**config.mk**
```make
export PLATFORM = sky130hd
export DESIGN_NAME = ldpc_byte_pack
export DESIGN_NICKNAME = d
export VERILOG_FILES = /design/src/rtl/ldpc_byte_pack.sv
export SDC_FILE = /design/constraint.sdc
export NUM_CORES = 1
export LEC_CHECK = 0
export CORE_MARGIN = 2
export CORE_UTILIZATION = 50
export DETAILED_ROUTE_END_ITERATION = 10
export GPL_ROUTABILITY_DRIVEN = 0
export GPL_TIMING_DRIVEN = 0
export PLACE_DENSITY = 0.68
export SLEW_MARGIN = 20
export SYNTH_ARGS = -nofsm -noshare
export SYNTH_HDL_FRONTEND = slang
export SYNTH_SLANG_ARGS = --single-unit
```
**constraint.sdc**
```tcl
create_clock -name clk -period 7.2 [get_ports clk]
set_input_delay 1.44 -clock clk [delete_from_list [all_inputs] [get_ports clk]]
set_output_delay 1.44 -clock clk [all_outputs]
set_load 0.1 [all_outputs]
```
**src/rtl/ldpc_byte_pack.sv**
```systemverilog
// ---------------------------------------------------------------------------
// ldpc_byte_pack
//   Packs the hard-decision bit stream of an LDPC decoder into bytes. Each
//   9216-bit codeword carries K information bits followed by parity. The
//   information bits are packed MSB-first into bytes, tagged with frame
//   start/end markers, and queued in a small FIFO. Parity bits are dropped.
//
// Ports
//   clk          single clock, rising edge
//   reset_n      asynchronous active-low reset
//   code_rate    0: rate 1/2 (K = 4608), 1: rate 3/4 (K = 6912); sampled at bit 0
//   data_in      decoder hard-decision bit, qualified by sync_in
//   sync_in      data_in carries one codeword bit this cycle
//   num_iter     decoder iteration count, sampled at bit 0
//   byte_out     FIFO head byte, first received bit in bit 7
//   byte_valid   FIFO not empty
//   byte_ready   consumer accepts the head entry when byte_valid is high
//   frame_start  head byte is byte 0 of a frame
//   frame_end    head byte is the last information byte of a frame
//   frame_iter   num_iter of the most recently started frame
//   overflow     sticky: a byte was dropped because the FIFO was full
// ---------------------------------------------------------------------------
module ldpc_byte_pack #(
   parameter int FIFO_DEP = 16
) (
   input  logic       clk,
   input  logic       reset_n,
   input  logic       code_rate,
   input  logic       data_in,
   input  logic       sync_in,
   input  logic [4:0] num_iter,
   output logic [7:0] byte_out,
   output logic       byte_valid,
   input  logic       byte_ready,
   output logic       frame_start,
   output logic       frame_end,
   output logic [4:0] frame_iter,
   output logic       overflow
);

   localparam int          AW         = $clog2(FIFO_DEP);
   localparam logic [13:0] LAST_BIT   = 14'd9215;
   localparam logic [13:0] K_LAST_R12 = 14'd4607;
   localparam logic [13:0] K_LAST_R34 = 14'd6911;

   typedef enum logic [1:0] {
      IDLE,
      INFO,
      PARITY
   } state_t;

   state_t        r_state;
   state_t        w_state_nxt;
   logic [13:0]   r_bit_cnt;
   logic [13:0]   w_bit_cnt_nxt;
   logic          r_rate;
   logic [4:0]    r_iter;
   logic [7:0]    r_shift;
   logic [7:0]    w_shift_nxt;

   logic          w_rate;
   logic [13:0]   w_k_last;
   logic          w_info;
   logic          w_push;
   logic          w_pop;
   logic          w_write;
   logic          w_full;
   logic          w_empty;
   logic [9:0]    w_entry;
   logic [9:0]    w_head;

   logic [9:0]    r_mem [FIFO_DEP];
   logic [AW:0]   r_wr_ptr;
   logic [AW:0]   r_rd_ptr;
   logic          r_overflow;

   // -------------------------------------------------------------------------
   // Bit framing
   // -------------------------------------------------------------------------
   // In IDLE the incoming bit is bit 0, so the live code_rate decides K for
   // it; from then on the latched copy keeps K fixed for the whole frame.
   always_comb begin
      // NOTE: every signal driven here gets a default first so no path can
      // leave it unassigned and infer a latch.
      w_rate        = (r_state == IDLE) ? code_rate : r_rate;
      w_k_last      = w_rate ? K_LAST_R34 : K_LAST_R12;
      w_info        = (r_state != PARITY);
      w_shift_nxt   = {r_shift[6:0], data_in};
      w_state_nxt   = r_state;
      w_bit_cnt_nxt = r_bit_cnt;

      if (sync_in) begin
         w_bit_cnt_nxt = (r_bit_cnt == LAST_BIT) ? 14'd0 : r_bit_cnt + 14'd1;
         unique case (r_state)
            IDLE:    w_state_nxt = INFO;
            INFO:    if (r_bit_cnt == w_k_last) w_state_nxt = PARITY;
            PARITY:  if (r_bit_cnt == LAST_BIT) w_state_nxt = IDLE;
            default: w_state_nxt = IDLE;
         endcase
      end
   end

   // A byte completes on every 8th information bit; K is a multiple of 8, so
   // byte boundaries line up with the counter's low three bits.
   assign w_push  = sync_in && w_info && (r_bit_cnt[2:0] == 3'd7);
   assign w_entry = {(r_bit_cnt[13:3] == 11'd0), (r_bit_cnt == w_k_last), w_shift_nxt};

   // NOTE: sequential state uses non-blocking assignments so every register
   // samples the pre-edge values, independent of statement order.
   always_ff @(posedge clk or negedge reset_n) begin
      if (!reset_n) begin
         r_state   <= IDLE;
         r_bit_cnt <= 14'd0;
         r_rate    <= 1'b0;
         r_iter    <= 5'd0;
         r_shift   <= 8'd0;
      end else begin
         r_state   <= w_state_nxt;
         r_bit_cnt <= w_bit_cnt_nxt;
         if (sync_in && (r_state == IDLE)) begin
            r_rate <= code_rate;
            r_iter <= num_iter;
         end
         if (sync_in && w_info) begin
            r_shift <= w_shift_nxt;
         end
      end
   end

   // -------------------------------------------------------------------------
   // Output FIFO
   // -------------------------------------------------------------------------
   // The extra pointer MSB separates full (MSBs differ) from empty (equal).
   assign w_empty = (r_wr_ptr == r_rd_ptr);
   assign w_full  = (r_wr_ptr[AW] != r_rd_ptr[AW]) &&
                    (r_wr_ptr[AW-1:0] == r_rd_ptr[AW-1:0]);
   assign w_pop   = !w_empty && byte_ready;
   // A pop frees the head slot in the same edge, so a full FIFO still accepts.
   assign w_write = w_push && (!w_full || w_pop);

   // NOTE: the storage array has no reset; the pointers define which entries
   // are live, and the outputs are gated to zero while the FIFO is empty.
   always_ff @(posedge clk) begin
      if (w_write) begin
         r_mem[r_wr_ptr[AW-1:0]] <= w_entry;
      end
   end

   always_ff @(posedge clk or negedge reset_n) begin
      if (!reset_n) begin
         r_wr_ptr   <= '0;
         r_rd_ptr   <= '0;
         r_overflow <= 1'b0;
      end else begin
         if (w_write) begin
            r_wr_ptr <= r_wr_ptr + (AW+1)'(1);
         end
         if (w_pop) begin
            r_rd_ptr <= r_rd_ptr + (AW+1)'(1);
         end
         if (w_push && w_full && !w_pop) begin
            r_overflow <= 1'b1;
         end
      end
   end

   assign w_head      = w_empty ? 10'd0 : r_mem[r_rd_ptr[AW-1:0]];
   assign byte_valid  = !w_empty;
   assign byte_out    = w_head[7:0];
   assign frame_end   = w_head[8];
   assign frame_start = w_head[9];
   assign frame_iter  = r_iter;
   assign overflow    = r_overflow;

endmodule

```
==> results of run 1 <==
## flip-flops by register name, indices dropped and copies added (netlist names)
name / flops
r_mem: 160
r_bit_cnt: 14
r_shift: 7
frame_iter: 5
r_rd_ptr: 5
r_wr_ptr: 5
r_state: 2
overflow: 1
r_rate: 1
## worst max-delay path: cells and delay by family, from the launching register on
| kind | cells | cell delay, ns |
|---|---|---|
| AND/OR/NAND/NOR | 2 | 0.92 |
| flip-flops | 1 | 0.38 |
| buffers and inverters | 3 | 1.46 |
| XOR/XNOR | 1 | 0.20 |
| AO/OA/AOI/OAI | 1 | 0.09 |
## layer usage
metal	track usage	part of all wire
met2	0.325	0.50
met3	0.0424	0.046
met4	0.0586	0.014
met1	0.276	0.44
met5	0	0
## kinds of logic (layout without fill, tap and decap cells)
group	count (synthesis)	count (layout)	synth area share
DFF	200	200	0.712
and+or+nand+nor	77	77	0.0540
muxes	56	56	0.133
AOI/OAI and AO/OA	55	55	0.0470
buffers and inverters	34	97	0.0183
xor gates and xnor gates	22	22	0.0246
adders and majority gates	7	7	0.0107
## through the flow
| stage | util | instances | hold slack [ns] | power, mW | setup slack [ns] |
|---|---|---|---|---|---|
| 2_1_floorplan | - | 451 | 0.474 | 2.59 | 3.08 |
| 3_3_place_gp | 0.547 | 694 | 0.468 | 2.97 | 2.29 |
| 3_5_place_dp | 0.552 | 698 | 0.468 | 2.99 | 2.73 |
| 4_1_cts | 0.587 | 730 | 0.488 | 3.89 | 2.26 |
| 5_1_grt | 0.587 | 730 | 0.518 | 4.01 | 2.13 |
| 6_report | 0.587 | 730 | 0.483 | 3.86 | 2.29 |
## synth_stat cells (all sizes together), types with 11 or more instances
| cell type | instances |
|---|---|
| edfxtp | 160 |
| dfrtp | 40 |
| mux4 | 40 |
| a22oi | 20 |
| xor2 | 17 |
| a21oi | 15 |
| mux2 | 15 |
| and3 | 14 |
| nor2 | 13 |
| buf | 12 |
| clkbuf | 12 |
| nand2 | 11 |
## worst max-delay path by stage
stage / startpoint / endpoint / cells past startpoint
detailed placement: r_rd_ptr[0] / byte_out[0] / 7
global placement: code_rate / r_mem[4][8] / 4
CTS: r_rd_ptr[0] / byte_out[0] / 7
floorplan: r_rd_ptr[0] / byte_out[0] / 6
global route: r_rd_ptr[0] / byte_out[1] / 7
finish: r_rd_ptr[0] / byte_out[0] / 7
## layout make-up
class,count,area (sq um)
Fill cell,1195,6560
Sequential cell,200,5810
Multi-Input combinational cell,217,2230
Clock buffer,25,485
Timing Repair Buffer,31,317
Tap cell,216,270
Buffer,24,111
Clock inverter,7,71.3
Inverter,10,37.5
## power groups by stage
| stage | Combinational [mW] | Sequential, mW | Clock, mW |
|---|---|---|---|
| floorplan | 1.11 | 1.48 | 0 |
| global placement | 1.49 | 1.48 | 0 |
| detailed placement | 1.51 | 1.49 | 0 |
| CTS | 1.51 | 1.46 | 0.911 |
| global route | 1.58 | 1.48 | 0.954 |
| finish | 1.50 | 1.47 | 0.898 |
## cells in the final DEF (no fill, tap or decap), types with 2 or more instances in the layout
master	count
nand2_1	11
and2_1	7
or4_1	2
buf_2	12
nand4_1	5
a22oi_1	20
inv_1	9
buf_6	2
o22ai_1	2
clkinvlp_4	2
xnor2_1	4
xor2_1	17
clkdlybuf4s50_1	26
dfrtp_1	40
a211oi_1	2
clkbuf_16	17
mux4_2	40
nor4_1	2
nor2b_1	4
o211ai_1	2
edfxtp_1	160
clkbuf_1	16
mux2_2	13
nor2_1	13
ha_1	7
nor3_1	2
a21oi_1	14
and3_1	14
clkbuf_8	3
o21ai_0	3
nand3_1	10
==> run summary, run 1 <==
largest net degree at the start of global routing = 24
PwrDens = 414 mW/mm^2
initial antenna violation count = 0
Via Count = 4298
initial drt markers = 386
hold path startpoint = overflow
worst-case clock skew = 0.00833 ns
area of the die = 0.0173 sq mm
post-synth top area share = 0.590
CTS H-tree depth = 4
Tmin final = 4.91 ns
Antenna Nets Post-Route = 0
peak supply drop = 0.291 mV
clock share of power = 0.233
post-route cell area = 0.00932 sq mm
Inserted Diodes = 0
LEAKAGE = 3.22 nW
sequential area share after synthesis = 0.712
critical-path cell list = buf_2 -> xor2_1 -> nor4_4 -> and2_1 -> buf_2 -> a21oi_1 -> clkdlybuf4s50_1
Slew Viols, Final = 0
Setup Total Neg Slack = 0 ns
Horiz. Die Dim = 132 microns
Routed wire per std cell = 22.4 microns
Slew headroom = 0.346
final setup vio count = 0
Max Cap Violations = 0
clock slew at reported path FFs = 0.07 ns
CTS tree = built
Async SR Flop Fraction = 0.200
Hold Crit Class = reg -> reg
RR Endpoint = r_mem[11][4]
# resized after CTS = 0
Via-to-Cell Ratio = 5.89
clock sink count = 200
Syn Nets = 469
Syn Area/Cell = 18.1 sq um
P_int = 2.35 mW
Post-CTS Hold Fix Bufs = 0
share of layout cells above drive strength 1 = 0.208
Yosys reg bits = 200
switch share = 0.391
site row count = 46
Tot GR Track Use = 0.200
outcome = finished, final reports clean
worst hold stages = 1
Most used DFF post-synth = edfxtp_1
synth top area cells = edfxtp_1 59%, dfrtp_1 12%, mux4_2 11%
library cells used by synthesis = 51
final wirelength = 16.4 mm
sequential share of power = 0.380
Pre-Repair DR Iteration Count = 4
Clk Latency, worst-skew pair = 0.43 ns
first-pass GRT wire length = 25.5 mm
Post CTS Setup Buffer Count = 0
clock tree buffer depth = 2
CP Data Required Time = 5.76 ns
switching power = 1.51 mW
Final Hold Viols = 0
critical path class = reg -> out
Synth area leader = edfxtp_1
Synth Warn # = 0
grt ovf = 0
clk root buf = clkbuf_16
post-layout net count = 519
most used cell, CP = buf_2
die span in y = 132 microns
# IOs = 28
Least-Margin Pin Slew = 0.978 ns
Tcrit/Tclk final = 0.683
hold endpoint = overflow
CP max FO = 10
Critical Path Source Type = register
initial core utilization = 0.513
Syn Inst Count = 451
CP max stage delay = 0.98 ns
R2R setup slack = 4.57 ns
launching point of the worst reg2reg path = r_bit_cnt[0]
CTS buffer count = 17
vias in the first global route = 4397
Crit path arrival time = 3.47 ns
Max Fclk = 203 MHz
area grow syn2layout = 14.4%
Post-route DRC = 0
area post-placement = 0.00877 sq mm
Mapped Area = 0.00815 sq mm
reg2reg path depth = 5
nature of the critical path endpoint = output port
Post-synth EDFFs = 160
Slowest-stage cell, CP = clkdlybuf4s50_1
DPL Wire Length = 10.8 mm
core area = 0.0159 sq mm
RSZ-0062 raised after global routing = no
port bufs = 27
logic gate share of total power = 0.388
(Power assumes the default switching activity.)
==> run 2: changes to the inputs <==
--- a/config.mk
+++ b/config.mk
@@ -10,7 +10,7 @@
 export DETAILED_ROUTE_END_ITERATION = 10
 export GPL_ROUTABILITY_DRIVEN = 0
 export GPL_TIMING_DRIVEN = 0
-export PLACE_DENSITY = 0.68
+export PLACE_DENSITY = 0.71
 export SLEW_MARGIN = 20
 export SYNTH_ARGS = -nofsm -noshare
 export SYNTH_HDL_FRONTEND = slang
==> constraint.sdc (replaced) <==
create_clock -name clk -period 4.4 [get_ports clk]
set_input_delay 0.88 -clock clk [delete_from_list [all_inputs] [get_ports clk]]
set_output_delay 0.88 -clock clk [all_outputs]
set_load 0.1 [all_outputs]
==> run 2 against run 1 <==
  * Wire length shrank 2.9%
  * Final cell count down 0.14%
  * Setup slack worse by 1.8 ns
  * Sequential cell count did not move
  * Sequential share of layout area is 0.12 points lower
  * Clock skew increased by 0.0057 ns
  * Clock-buffer cell count is 7 lower
  * Largest cell class unchanged
  * Total power is 64% higher
  * Final area rose by 0.19%
  * Critical path depth down 1
  * Largest power group unchanged
==> run summary, run 2 (same netlist as run 1, synthesis figures left out) <==
outcome = finished, final reports clean (unchanged)
# IOs = 28 (unchanged)
Routed wire per std cell = 21.8 microns (was 22.4 microns)
Critical Path Source Type = register (unchanged)
launching point of the worst reg2reg path = r_bit_cnt[0] (unchanged)
Crit path arrival time = 3.05 ns (was 3.47 ns)
commonest non-fill, non-tap cell in the layout = edfxtp_1 (unchanged)
Tcrit/Tclk final = 0.894
RSZ-0062 raised after global routing = no (unchanged)
final wirelength = 15.9 mm (was 16.4 mm)
Max Cap Violations = 0 (unchanged)
Horiz. Die Dim = 132 microns (unchanged)
Setup Total Neg Slack = 0 ns (unchanged)
area of the die = 0.0173 sq mm (unchanged)
CTS H-tree depth = 4 (unchanged)
clk root buf = clkbuf_16 (unchanged)
DP Cell Count = 698 (unchanged)
Hold Crit Class = in -> async (was reg -> reg)
clock slew at reported path FFs = 0.07 ns (about the same)
post-layout net count = 519 (unchanged)
final std cells w/o fill = 729 (was 730)
Tmin final = 3.93 ns
Max Fclk = 254 MHz
Tot GR Track Use = 0.193 (was 0.200)
max reg flops = 160 (unchanged)
most frequent cells in the layout = 160 x edfxtp_1, 40 x mux4_2, 40 x dfrtp_1 (unchanged)
LEAKAGE = 3.34 nW (was 3.22 nW)
clock tree buffer depth = 2 (unchanged)
reg2reg path depth = 5 (unchanged)
Slew headroom = 0.349 (was 0.346)
final setup vio count = 0 (unchanged)
largest net degree at the start of global routing = 34 (was 24)
first-pass GRT wire length = 24.8 mm (was 25.5 mm)
port bufs = 27 (unchanged)
Antenna Nets Post-Route = 0 (unchanged)
site row count = 46 (unchanged)
CTS buffer count = 17 (unchanged)
initial core utilization = 0.513 (unchanged)
CP max FO = 10 (unchanged)
Post-route DRC = 0 (unchanged)
share of layout cells above drive strength 1 = 0.211 (was 0.208)
initial antenna violation count = 0 (unchanged)
Final Hold Viols = 0 (unchanged)
peak supply drop = 0.708 mV (was 0.291 mV)
nature of the critical path endpoint = output port (unchanged)
CP Launch Point = r_rd_ptr[1] (was r_rd_ptr[0])
grt ovf = 0 (unchanged)
Clk Latency, worst-skew pair = 0.43 ns (about the same)
Via Count = 4222 (was 4298)
RR Endpoint = r_mem[7][9] (was r_mem[11][4])
worst-case clock skew = 0.0140 ns (was 0.00833 ns)
PwrDens = 678 mW/mm^2 (was 414 mW/mm^2)
CTS tree = built (unchanged)
die span in y = 132 microns (unchanged)
Least-Margin Pin Slew = 0.974 ns (was 0.978 ns)
Post-CTS Hold Fix Bufs = 0 (unchanged)
Slew Viols, Final = 0 (unchanged)
initial drt markers = 405 (was 386)
area grow syn2layout = 14.6% (was 14.4%)
Via-to-Cell Ratio = 5.79 (was 5.89)
vias in the first global route = 4297 (was 4397)
DPL Wire Length = 10.5 mm (was 10.8 mm)
critical path class = reg -> out (unchanged)
CP Data Required Time = 3.52 ns (was 5.76 ns)
clock sink count = 200 (unchanged)
Pre-Repair DR Iteration Count = 5 (was 4)
core area = 0.0159 sq mm (unchanged)
R2R setup slack = 1.68 ns (was 4.57 ns)
Inserted Diodes = 0 (unchanged)
post-layout power = 6.34 mW (was 3.86 mW)
run 2: changes by cell type in the layout (fill, tap and decap cells not counted), moves of 2 or more:
cell             delta
clkinv_1            +2
clkbuf_8            -3
clkdlybuf4s50_1    -11
dlymetal6s2s_1     +11
clkbuf_1            -4
clkinv_4            +4
run 2: worst max-delay path by stage:
stage          slack (ns)      endpoint  depth (start not counted)
3_3_place_gp         0.43  r_mem[12][8]                          4
4_1_cts              0.03   byte_out[4]                          6
5_1_grt              0.34   byte_out[4]                          6
3_5_place_dp         0.49   byte_out[4]                          6
2_1_floorplan        0.84   byte_out[0]                          6
6_report             0.47   byte_out[4]                          6
run 2: through the flow:
| stage | setup slack [ns] | cell area [sq um] | hold slack [ns] | util |
|---|---|---|---|---|
| 6_report | 0.467 | 9340 | 0.303 | 0.588 |
| 3_3_place_gp | 0.434 | 8690 | 0.488 | 0.547 |
| 4_1_cts | 0.0338 | 9310 | 0.294 | 0.586 |
| 2_1_floorplan | 0.839 | 8150 | 0.474 | - |
| 3_5_place_dp | 0.494 | 8750 | 0.467 | 0.551 |
| 5_1_grt | 0.341 | 9340 | 0.304 | 0.588 |
run 2: final cells by class:
cell class	instances	area, sq um
fillers	1193	6540
flip-flops and latches	200	5810
multi-input cells	217	2220
clock buffers	18	429
repair buffers	31	337
well taps	216	270
clock inverters	13	133
plain buffers	24	111
inverters	10	37.5
run 2: per-layer routing:
metal	vias up	track usage	routed length (microns)
met1	2202	0.271	7140
met4	0	0.0622	214
met5	-	0	0
li1	1891	-	-
met3	13	0.0451	784
met2	116	0.301	7740
run 2: critical path, stage by stage, from the launching register on:
cell and delay (ns):
dfrtp_1 0.35, buf_2 0.23, clkbuf_1 0.55, mux4_2 0.33, a22oi_1 0.14, a21oi_1 0.24, dlymetal6s2s_1 0.78
run 2: report_power, final:
part | total, mW | internal [mW] | switching [mW]
Combinational | 2.46 | 0.774 | 1.69
Clock | 1.48 | 0.829 | 0.646
Sequential | 2.40 | 2.24 | 0.160
Total | 6.34 | 3.84 | 2.49
run 2: repair_timing:
item,CTS,global route
setup endpoints to repair,0,11
resized for setup,0,11
endpoints found under the hold margin,0,0
setup buffers,0,0
==> run 3: changes to the inputs <==
--- a/config.mk
+++ b/config.mk
@@ -10,7 +10,8 @@
 export DETAILED_ROUTE_END_ITERATION = 10
 export GPL_ROUTABILITY_DRIVEN = 0
 export GPL_TIMING_DRIVEN = 0
-export PLACE_DENSITY = 0.71
+export PLACE_DENSITY = 0.68
+export REMOVE_ABC_BUFFERS = 1
 export SLEW_MARGIN = 20
 export SYNTH_ARGS = -nofsm -noshare
 export SYNTH_HDL_FRONTEND = slang
==> constraint.sdc (replaced) <==
create_clock -name clk -period 4.63 [get_ports clk]
set_input_delay 0.926 -clock clk [delete_from_list [all_inputs] [get_ports clk]]
set_output_delay 0.926 -clock clk [all_outputs]
set_load 0.1 [all_outputs]
==> run 3 against run 2 <==
  * Critical path depth decreased by 1
  * Non-clock buffer count fell by 22
  * Sequential share of layout area rose by 0.78 points
  * Register-to-register slack better by 0.17 ns
  * Sequential cell count unchanged
  * Sequential power hardly changed
  * Wire length is 2.6% lower
  * Global-route usage shrank 0.20 points
  * Final cell count shrank 2.9%
==> run summary, run 3 (same netlist as run 1, synthesis figures left out) <==
outcome = finished, final reports clean (unchanged)
R2R setup slack = 1.85 ns (was 1.68 ns)
Inserted Diodes = 0 (unchanged)
RSZ-0062 raised after global routing = no (unchanged)
die span in y = 132 microns (unchanged)
Critical Path Source Type = register (unchanged)
final std cells w/o fill = 708 (was 729)
post-layout net count = 497 (was 519)
Post-CTS Hold Fix Bufs = 0 (unchanged)
site row count = 46 (unchanged)
most frequent cells in the layout = 160 x edfxtp_1, 40 x mux4_2, 38 x dfrtp_1 (was 160 x edfxtp_1, 40 x mux4_2, 40 x dfrtp_1)
share of layout cells above drive strength 1 = 0.211 (about the same)
CP Data Required Time = 3.70 ns (was 3.52 ns)
dpl ws = 0.373 ns (was 0.494 ns)
crit path capture = frame_end (was byte_out[4])
Most Crowded Layer GR = met2 (unchanged)
area grow syn2layout = 13.3% (was 14.6%)
DP Cell Count = 676 (was 698)
clock tree buffer depth = 2 (unchanged)
largest net degree at the start of global routing = 30 (was 34)
RR Endpoint = r_mem[8][6] (was r_mem[7][9])
port bufs = 27 (unchanged)
final setup vio count = 0 (unchanged)
Pre-Repair DR Iteration Count = 5 (unchanged)
CP max FO = 23 (was 10)
DPL Wire Length = 9.59 mm (was 10.5 mm)
initial drt markers = 440 (was 405)
Hold Crit Class = in -> async (unchanged)
CP Launch Point = r_rd_ptr[1] (unchanged)
Max Cap Violations = 0 (unchanged)
vias in the first global route = 4292 (was 4297)
Post-route DRC = 0 (unchanged)
launching point of the worst reg2reg path = r_rd_ptr[1] (was r_bit_cnt[0])
Core Util, Final = 0.581 (was 0.588)
# IOs = 28 (unchanged)
post-layout power = 5.87 mW (was 6.34 mW)
critical path class = reg -> out (unchanged)
clock sink count = 200 (unchanged)
Final Hold Viols = 0 (unchanged)
reg2reg path depth = 4 (was 5)
setup ws final = 0.307 ns (was 0.467 ns)
worst-case clock skew = 0.0128 ns (was 0.0140 ns)
Slew Viols, Final = 0 (unchanged)
max reg flops = 160 (unchanged)
area of the die = 0.0173 sq mm (unchanged)
Antenna Nets Post-Route = 0 (unchanged)
Tmin final = 4.32 ns
nature of the critical path endpoint = output port (unchanged)
Clk Latency, worst-skew pair = 0.43 ns (about the same)
Least-Margin Pin Slew = 1.01 ns (was 0.974 ns)
Setup Total Neg Slack = 0 ns (unchanged)
initial antenna violation count = 0 (unchanged)
Tcrit/Tclk final = 0.934
grt met2 use = 0.303 (was 0.301)
clk root buf = clkbuf_16 (unchanged)
Tot GR Track Use = 0.191 (was 0.193)
Horiz. Die Dim = 132 microns (unchanged)
Routed wire per std cell = 21.8 microns (about the same)
Via Count = 4138 (was 4222)
grt ovf = 0 (unchanged)
Via-to-Cell Ratio = 5.84 (was 5.79)
clock slew at reported path FFs = 0.07 ns (about the same)
final wirelength = 15.5 mm (was 15.9 mm)
commonest non-fill, non-tap cell in the layout = edfxtp_1 (unchanged)
CTS H-tree depth = 4 (unchanged)
CTS tree = built (unchanged)
Crit path arrival time = 3.40 ns (was 3.05 ns)
first-pass GRT wire length = 24.4 mm (was 24.8 mm)
peak supply drop = 0.622 mV (was 0.708 mV)
met3 track demand over resource = 0.0428 (was 0.0451)
LEAKAGE = 3.20 nW (was 3.34 nW)
PwrDens = 636 mW/mm^2 (was 678 mW/mm^2)
Slew headroom = 0.326 (was 0.349)
CTS buffer count = 17 (unchanged)
Max Fclk = 231 MHz
core area = 0.0159 sq mm (unchanged)
M1 GR Usage = 0.265 (was 0.271)
initial core utilization = 0.513 (unchanged)
==> run 3: cell types whose count changed in the layout (fill, tap and decap cells not counted), sizes merged <==
cell,before,now
dlymetal6s2s,11,2
inv,10,12
clkinv,10,9
clkinvlp,1,3
bufinv,2,1
clkbuf,30,17
buf,17,7
dlygate4sd2,0,9
==> run 3: per-layer routing <==
metal	vias up	part of all wire
met2	151	0.50
met5	-	0
met3	15	0.051
li1	1846	-
met4	0	0.010
met1	2126	0.44
==> run 3: worst min-delay path by stage <==
stage | depth (start not counted) | end
2_1_floorplan | 1 | r_rate
3_3_place_gp | 1 | overflow
3_5_place_dp | 1 | overflow
4_1_cts | 1 | r_bit_cnt[5]
5_1_grt | 1 | r_bit_cnt[5]
6_report | 1 | r_bit_cnt[5]
==> run 3: critical path, stage by stage (launching register included) <==
cell	delay [ns]
dfrtp_2	0.79
xor2_1	0.21
nor4_4	0.63
and2_1	0.54
a21oi_1	0.15
dlygate4sd2_1	0.63
==> run 3: where the power goes <==
part | total (mW) | switching [mW] | internal [mW]
Combinational | 2.09 | 1.43 | 0.663
Clock | 1.39 | 0.649 | 0.741
Sequential | 2.39 | 0.260 | 2.13
==> run 3: metrics by stage <==
stage | hold slack [ns] | area [sq um]
final | 0.380 | 9230
after global routing | 0.380 | 9230
after CTS | 0.366 | 9230
after detailed placement | 0.466 | 8690
after global placement | 0.468 | 8580
after floorplan | 0.474 | 8040
==> run 3: cell type report <==
cell class                      count  area, sq um
Timing Repair Buffer               33          343
Tap cell                          216          270
Multi-Input combinational cell    217         2220
Fill cell                        1204         6650
Sequential cell                   200         5810
Inverter                           10         37.5
Clock buffer                       17          425
Clock inverter                     15          129
==> run 3: timing repair <==
item,in CTS,in global routing
setup endpoints to repair,9,2
endpoints found under the hold margin,0,0
setup buffers,0,0
resized for setup,9,2
